### src/rtl/player_move_grid_if.sv
// Keypad/collision inputs and sprite position outputs of the grid-aware player mover.
interface player_move_grid_if;
    logic               startOfFrame;
    logic               up_direction_key;
    logic               down_direction_key;
    logic               left_direction_key;
    logic               right_direction_key;
    logic               collision;
    logic [2:0]         HitEdgeCode;
    logic signed [10:0] topLeftX;
    logic signed [10:0] topLeftY;
    logic [1:0]         facing;
    logic               moving;

    modport master (
        output startOfFrame, up_direction_key, down_direction_key,
               left_direction_key, right_direction_key, collision, HitEdgeCode,
        input  topLeftX, topLeftY, facing, moving
    );

    modport slave (
        input  startOfFrame, up_direction_key, down_direction_key,
               left_direction_key, right_direction_key, collision, HitEdgeCode,
        output topLeftX, topLeftY, facing, moving
    );
endinterface

### src/rtl/player_move_grid.sv
// Frame-stepped fixed-point player mover with wall revert and clamping.
// Define ALIGN_ASSIST_EN to pull the orthogonal axis onto the tile lattice while stepping.
module player_move_grid #(
    parameter int INITIAL_X = 272,
    parameter int INITIAL_Y = 176,
    parameter int FRAC_BITS = 12,
    parameter int SPEED_Q   = 8192,
    parameter int X_MIN     = 16,
    parameter int X_MAX     = 591,
    parameter int Y_MIN     = 48,
    parameter int Y_MAX     = 431
`ifdef ALIGN_ASSIST_EN
    ,
    parameter int TILE_SIZE     = 32,
    parameter int GRID_ORIGIN_X = 16,
    parameter int GRID_ORIGIN_Y = 48
`endif
) (
    input logic              clk,
    input logic              reset,
    player_move_grid_if.slave bus
);
    localparam int unsigned POS_W  = 32;
    localparam int unsigned OUT_W  = 11;
    localparam int unsigned FACE_W = 2;

    localparam logic signed [POS_W-1:0] INIT_XQ = POS_W'(INITIAL_X << FRAC_BITS);
    localparam logic signed [POS_W-1:0] INIT_YQ = POS_W'(INITIAL_Y << FRAC_BITS);
    localparam logic signed [POS_W-1:0] XMIN_Q  = POS_W'(X_MIN << FRAC_BITS);
    localparam logic signed [POS_W-1:0] XMAX_Q  = POS_W'(X_MAX << FRAC_BITS);
    localparam logic signed [POS_W-1:0] YMIN_Q  = POS_W'(Y_MIN << FRAC_BITS);
    localparam logic signed [POS_W-1:0] YMAX_Q  = POS_W'(Y_MAX << FRAC_BITS);
    localparam logic signed [POS_W-1:0] SPEED   = POS_W'(SPEED_Q);

    typedef enum logic [2:0] {
        IDLE_ST, MOVE_ST, START_OF_FRAME_ST, POSITION_CHANGE_ST, POSITION_LIMITS_ST
    } state_t;

    typedef enum logic [2:0] {DIR_NONE, DIR_UP, DIR_DOWN, DIR_LEFT, DIR_RIGHT} dir_t;

    state_t                   state;
    dir_t                     dir_latched;
    dir_t                     key_dir;
    logic signed [POS_W-1:0]  pos_x, pos_y, prev_x, prev_y;
    logic signed [POS_W-1:0]  clamp_x, clamp_y;
    logic [4:0]               hit_reg;
    logic [FACE_W-1:0]        face_q;
    logic                     mov_q;

`ifdef ALIGN_ASSIST_EN
    localparam logic signed [POS_W-1:0] TILE_Q = POS_W'(TILE_SIZE << FRAC_BITS);
    localparam logic signed [POS_W-1:0] HALF_Q = POS_W'((TILE_SIZE << FRAC_BITS) / 2);
    localparam logic signed [POS_W-1:0] ORG_XQ = POS_W'(GRID_ORIGIN_X << FRAC_BITS);
    localparam logic signed [POS_W-1:0] ORG_YQ = POS_W'(GRID_ORIGIN_Y << FRAC_BITS);

    // Nudge toward the nearest tile line; an exact half tile rounds toward the lower line.
    function automatic logic signed [POS_W-1:0] align_step(
        input logic signed [POS_W-1:0] v,
        input logic signed [POS_W-1:0] org
    );
        logic signed [POS_W-1:0] rem;
        logic signed [POS_W-1:0] err;
        rem        = (v - org) & (TILE_Q - POS_W'(1));
        err        = TILE_Q - rem;
        align_step = v;
        if (rem != '0) begin
            if (rem <= HALF_Q)
                align_step = v - ((rem < SPEED) ? rem : SPEED);
            else
                align_step = v + ((err < SPEED) ? err : SPEED);
        end
    endfunction
`endif

    // Key priority: up > down > left > right.
    always_comb begin
        key_dir = DIR_NONE;
        if (bus.up_direction_key)         key_dir = DIR_UP;
        else if (bus.down_direction_key)  key_dir = DIR_DOWN;
        else if (bus.left_direction_key)  key_dir = DIR_LEFT;
        else if (bus.right_direction_key) key_dir = DIR_RIGHT;
    end

    always_comb begin
        clamp_x = pos_x;
        clamp_y = pos_y;
        if (pos_x < XMIN_Q)      clamp_x = XMIN_Q;
        else if (pos_x > XMAX_Q) clamp_x = XMAX_Q;
        if (pos_y < YMIN_Q)      clamp_y = YMIN_Q;
        else if (pos_y > YMAX_Q) clamp_y = YMAX_Q;
    end

    always_ff @(posedge clk or posedge reset) begin
        if (reset) begin
            state        <= IDLE_ST;
            dir_latched  <= DIR_NONE;
            pos_x        <= INIT_XQ;
            pos_y        <= INIT_YQ;
            prev_x       <= INIT_XQ;
            prev_y       <= INIT_YQ;
            hit_reg      <= '0;
            face_q       <= '0;
            mov_q        <= 1'b0;
            bus.topLeftX <= OUT_W'(INITIAL_X);
            bus.topLeftY <= OUT_W'(INITIAL_Y);
            bus.facing   <= '0;
            bus.moving   <= 1'b0;
        end else begin
            case (state)
                IDLE_ST: begin
                    if (bus.startOfFrame) state <= MOVE_ST;
                end
                MOVE_ST: begin
                    if (bus.collision && (bus.HitEdgeCode <= 3'd4))
                        hit_reg[bus.HitEdgeCode] <= 1'b1;
                    if (bus.startOfFrame) begin
                        dir_latched <= key_dir;
                        state       <= START_OF_FRAME_ST;
                    end
                end
                START_OF_FRAME_ST: begin
                    // Edge codes 0..3 line up with the facing encoding; bit 4 is a corner hit.
                    if (mov_q && (hit_reg[4] || hit_reg[{1'b0, face_q}])) begin
                        pos_x <= prev_x;
                        pos_y <= prev_y;
                    end
                    hit_reg <= '0;
                    state   <= POSITION_CHANGE_ST;
                end
                POSITION_CHANGE_ST: begin
                    prev_x <= pos_x;
                    prev_y <= pos_y;
                    mov_q  <= 1'b1;
                    case (dir_latched)
                        DIR_UP: begin
                            pos_y  <= pos_y - SPEED;
                            face_q <= 2'd3;
`ifdef ALIGN_ASSIST_EN
                            pos_x  <= align_step(pos_x, ORG_XQ);
`endif
                        end
                        DIR_DOWN: begin
                            pos_y  <= pos_y + SPEED;
                            face_q <= 2'd0;
`ifdef ALIGN_ASSIST_EN
                            pos_x  <= align_step(pos_x, ORG_XQ);
`endif
                        end
                        DIR_LEFT: begin
                            pos_x  <= pos_x - SPEED;
                            face_q <= 2'd1;
`ifdef ALIGN_ASSIST_EN
                            pos_y  <= align_step(pos_y, ORG_YQ);
`endif
                        end
                        DIR_RIGHT: begin
                            pos_x  <= pos_x + SPEED;
                            face_q <= 2'd2;
`ifdef ALIGN_ASSIST_EN
                            pos_y  <= align_step(pos_y, ORG_YQ);
`endif
                        end
                        default: mov_q <= 1'b0;
                    endcase
                    state <= POSITION_LIMITS_ST;
                end
                POSITION_LIMITS_ST: begin
                    // All outputs publish together so a frame's update appears in one cycle.
                    pos_x        <= clamp_x;
                    pos_y        <= clamp_y;
                    bus.topLeftX <= OUT_W'(clamp_x >>> FRAC_BITS);
                    bus.topLeftY <= OUT_W'(clamp_y >>> FRAC_BITS);
                    bus.facing   <= face_q;
                    bus.moving   <= mov_q;
                    state        <= MOVE_ST;
                end
                default: state <= IDLE_ST;
            endcase
        end
    end
endmodule
### src/flat_wrapper.sv
// flat-port wrapper written by rule: the top's interface ports become plain ports
module player_move_grid_flat 
#(
    parameter int INITIAL_X = 272,
    parameter int INITIAL_Y = 176,
    parameter int FRAC_BITS = 12,
    parameter int SPEED_Q   = 8192,
    parameter int X_MIN     = 16,
    parameter int X_MAX     = 591,
    parameter int Y_MIN     = 48,
    parameter int Y_MAX     = 431

)
  (clk, reset, bus_startOfFrame, bus_up_direction_key, bus_down_direction_key, bus_left_direction_key, bus_right_direction_key, bus_collision, bus_HitEdgeCode, bus_topLeftX, bus_topLeftY, bus_facing, bus_moving);
  player_move_grid_if bus_i ();
  input logic clk;
  input logic reset;
  input wire logic [$bits(bus_i.startOfFrame)-1:0] bus_startOfFrame;
  input wire logic [$bits(bus_i.up_direction_key)-1:0] bus_up_direction_key;
  input wire logic [$bits(bus_i.down_direction_key)-1:0] bus_down_direction_key;
  input wire logic [$bits(bus_i.left_direction_key)-1:0] bus_left_direction_key;
  input wire logic [$bits(bus_i.right_direction_key)-1:0] bus_right_direction_key;
  input wire logic [$bits(bus_i.collision)-1:0] bus_collision;
  input wire logic [$bits(bus_i.HitEdgeCode)-1:0] bus_HitEdgeCode;
  output wire logic [$bits(bus_i.topLeftX)-1:0] bus_topLeftX;
  output wire logic [$bits(bus_i.topLeftY)-1:0] bus_topLeftY;
  output wire logic [$bits(bus_i.facing)-1:0] bus_facing;
  output wire logic [$bits(bus_i.moving)-1:0] bus_moving;
  assign bus_i.startOfFrame = bus_startOfFrame;
  assign bus_i.up_direction_key = bus_up_direction_key;
  assign bus_i.down_direction_key = bus_down_direction_key;
  assign bus_i.left_direction_key = bus_left_direction_key;
  assign bus_i.right_direction_key = bus_right_direction_key;
  assign bus_i.collision = bus_collision;
  assign bus_i.HitEdgeCode = bus_HitEdgeCode;
  assign bus_topLeftX = bus_i.topLeftX;
  assign bus_topLeftY = bus_i.topLeftY;
  assign bus_facing = bus_i.facing;
  assign bus_moving = bus_i.moving;
  player_move_grid #(.INITIAL_X(INITIAL_X), .INITIAL_Y(INITIAL_Y), .FRAC_BITS(FRAC_BITS), .SPEED_Q(SPEED_Q), .X_MIN(X_MIN), .X_MAX(X_MAX), .Y_MIN(Y_MIN), .Y_MAX(Y_MAX)) u_core (.clk(clk), .reset(reset), .bus(bus_i));
endmodule
### config.mk
export PLATFORM = sky130hd
export DESIGN_NAME = player_move_grid_flat
export DESIGN_NICKNAME = d
export VERILOG_FILES = /design/src/rtl/player_move_grid_if.sv /design/src/rtl/player_move_grid.sv /design/src/flat_wrapper.sv
export SDC_FILE = /design/constraint.sdc
export NUM_CORES = 1
export LEC_CHECK = 0
export BUFFER_PORTS_ARGS = -buffer_cell sky130_fd_sc_hd__buf_2
export CAP_MARGIN = 5
export CELL_PAD_IN_SITES_DETAIL_PLACEMENT = 0
export CELL_PAD_IN_SITES_GLOBAL_PLACEMENT = 1
export CORE_MARGIN = 8
export CORE_UTILIZATION = 26
export CTS_CLUSTER_DIAMETER = 120
export DETAILED_ROUTE_END_ITERATION = 6
export PLACE_DENSITY_LB_ADDON = 0.1
export SYNTH_ARGS = -nofsm -noshare
export SYNTH_HDL_FRONTEND = slang
export SYNTH_SLANG_ARGS = --single-unit
### constraint.sdc
create_clock -name clk -period 5.3 [get_ports clk]
set_input_delay 0.53 -clock clk [delete_from_list [all_inputs] [get_ports clk]]
set_output_delay 0.53 -clock clk [all_outputs]
set_load 0.02 [all_outputs]
==> metrics <==
Synth area leaders=dfrtp_1 (42%), nand2_1 (12%), o21ai_0 (4.8%); clk_lat worst skew=~0.45 ns; Hold Vio Cnt, Final=0; Synthesis Warnings=0; Worst-Margin Slew=0.8449 ns; Mapped Cells=about 1100; crit path launch type=register; CTS tree=done; final critical-path share of the clock period=76.54%; max-slew violations=0; Area Overhead vs Synth=13.70%; Finished Cell Area=10340 µm²; r2r worst-path depth=10; Cell Pwr Density=665.7 nW/µm²; VDD IR max=0.0002574 V; Max-Cap Viols=0; initial detailed-routing violation count=around 340; CP max stage cell=o311ai_1; cells along the critical path=nor3b_1 -> inv_1 -> ha_1 -> o21ai_0 -> o211ai_1 -> a41oi_1 -> o311ai_1 -> a311oi_1 -> a41o_1 -> a221oi_2; drc violations=0; R2R Path End=u_core.pos_x[28]$_DFFE_PP0P_; most frequent cells after synthesis=nand2_1 (299), dfrtp_1 (152), o21ai_0 (87); Clock Tree Buf Depth=2; chip width=203.1 µm; Tot GR Track Use=a little over an eighth; Vias/cell=~4.8; kind of critical path=reg -> reg; Hold WC Path Type=in -> async; count leader, synth=nand2_1; RR Startpoint=u_core.dir_latched[2]$_DFFE_PP0P_; DIE AREA=41230 µm²; # IOs=36; Routed WL per cell=~17 µm; final setup violation count=0; top cell type's share of synthesized area=between 40% and 50%; Leakage=4.764 nW; Main synth FF type=dfrtp_1; CTS sink count=approximately 170; R2R setup slack=~1.2 ns; cts bufs inserted=17; post-synthesis cell type count=76; post-synthesis sequential area ratio=46.14%; pin count of the biggest net entering global routing=100; vias=roughly 7400; Post-CTS Resized=0; # rows=between 60 and 70; Hold-fix buffers, CTS=0; Chip Height=between 200 and 250 µm; Starting Density=about a quarter; post-DP HPWL=~18 mm; critical path peak fanout=17; Critical Path RT=5.65 ns; max incr delay on CP=0.72 ns; Syn Area/Cell=roughly 8.6 µm²; status=finished, final reports clean; number of global-route vias before repair=7572; clock-pin slew on the worst setup and hold paths=~0.07 ns; WP data arrival=4.40 ns; remaining antenna violation count=0; setup TNS=0 ns; Max-slew headroom=43.66%; syn_nets=1101; global-route wire length before repair=between 40 and 50 mm; core area=about 35000 µm²; Peak Freq=roughly 250 MHz; number of synthesized register bits=~170; GP Congestion=0.7566; Root Buffer=clkbuf_16; initial antenna violation count=0; number of synthesized flops with an enable pin=0; Yosys top cell by area=dfrtp_1; Netlist Area Pre-Place=approximately 9100 µm²; H-tree levels=4; worst slack at placement=roughly 1.1 ns; Placed Area=9779 µm²; CP Capture Type=register; Final Util=between 20 and 30%; crit path time final=about 4.1 ns; TritonRoute pass-1 iters=4; Worst Skew=0.01080 ns; final net count=roughly 1100; final WL=26.69 mm; final setup margin=between 1 and 1.5 ns; grt ovf=0; share of cells above drive strength 1=roughly 11%; Antenna Cells=0; setup bufs post-CTS=0; Post-synth ARST share=between 90% and 100%; RSZ-0062 raised after global routing=no; crit path launch=u_core.dir_latched[2]$_DFFE_PP0P_; port bufs=35
[layout make-up]
cell class	instances	area (µm²)
fill	3724	24200
multi-input combinational	815	4631
sequential	167	4198
tap	455	569.3
clock buffer	20	446.7
timing repair buffer	50	300.3
clock inverter	12	117.6
inverter	20	81.33
[report_power, final]
| group | switching, W | internal [W] | total (W) |
|---|---|---|---|
| registers | 0.000398 | 0.00168 | 0.00208 |
| logic | 0.00220 | 0.00137 | 0.00357 |
| clock network | 0.000572 | 0.000667 | 0.00124 |
| total | 0.00317 | 0.00372 | 0.00689 |
[critical path: cells and delay by family (launching register included)]
kind | cells | cell delay, ns
buf+inv | 1 | 0.46
flops | 1 | 0.52
compound gates | 7 | 2.01
fa+ha+maj | 1 | 0.47
simple gates | 1 | 0.49
[layer usage]
| layer | track usage, % | vias up | wire (µm) | share of wire, % |
|---|---|---|---|---|
| met5 | 0 | - | 0 | 0 |
| met1 | 19.00 | 3572 | 13850 | 52 |
| met3 | 2.343 | 15 | 551 | 2.1 |
| met2 | 20.77 | 59 | 11980 | 45 |
| met4 | 3.911 | 0 | 312 | 1.2 |
| li1 | - | 3728 | - | - |
[worst max-delay path by stage]
stage                                        to  slack (ns)
6_report           u_core.pos_x[28]$_DFFE_PP0P_        1.24
5_1_grt            u_core.pos_x[28]$_DFFE_PP0P_        0.88
3_5_place_dp       u_core.pos_x[28]$_DFFE_PP0P_        1.11
2_1_floorplan  u_core.bus.facing[0]$_DFFE_PP0P_        0.28
3_3_place_gp       u_core.pos_x[28]$_DFFE_PP0P_        1.14
4_1_cts            u_core.pos_x[28]$_DFFE_PP0P_        1.09
[per-stage QoR]
step | power, W | hold slack [ns] | instances
after floorplan | 0.004689 | 0.4376 | 1054
after global placement | 0.005744 | 0.4439 | 1507
after detailed placement | 0.005715 | 0.4459 | 1507
after CTS | 0.007006 | 0.1890 | 1539
after global routing | 0.007537 | 0.2041 | 1539
final | 0.006886 | 0.1571 | 1539
[layout by cell type (no fill, tap or decap), drive strengths merged, types with 9 or more instances in the layout]
cell type	instances
nand2	299
dfrtp	152
o21ai	90
a21oi	74
nor2	66
buf	50
ha	34
inv	24
a21o	23
clkbuf	20
dfstp	15
nand3	15
xnor2	14
nand2b	13
a22oi	11
and3	10
o211ai	9
[kinds of logic after synthesis]
family          count (synthesis)  synth area share, %
xor+xnor                       20                1.925
fa+ha+maj                      36                5.116
buf+inv                        72                3.232
mux                             4               0.6463
flops                         167                46.14
compound gates                286                20.12
simple gates                  469                22.82
Note: power is estimated with default switching activity, not from simulation.
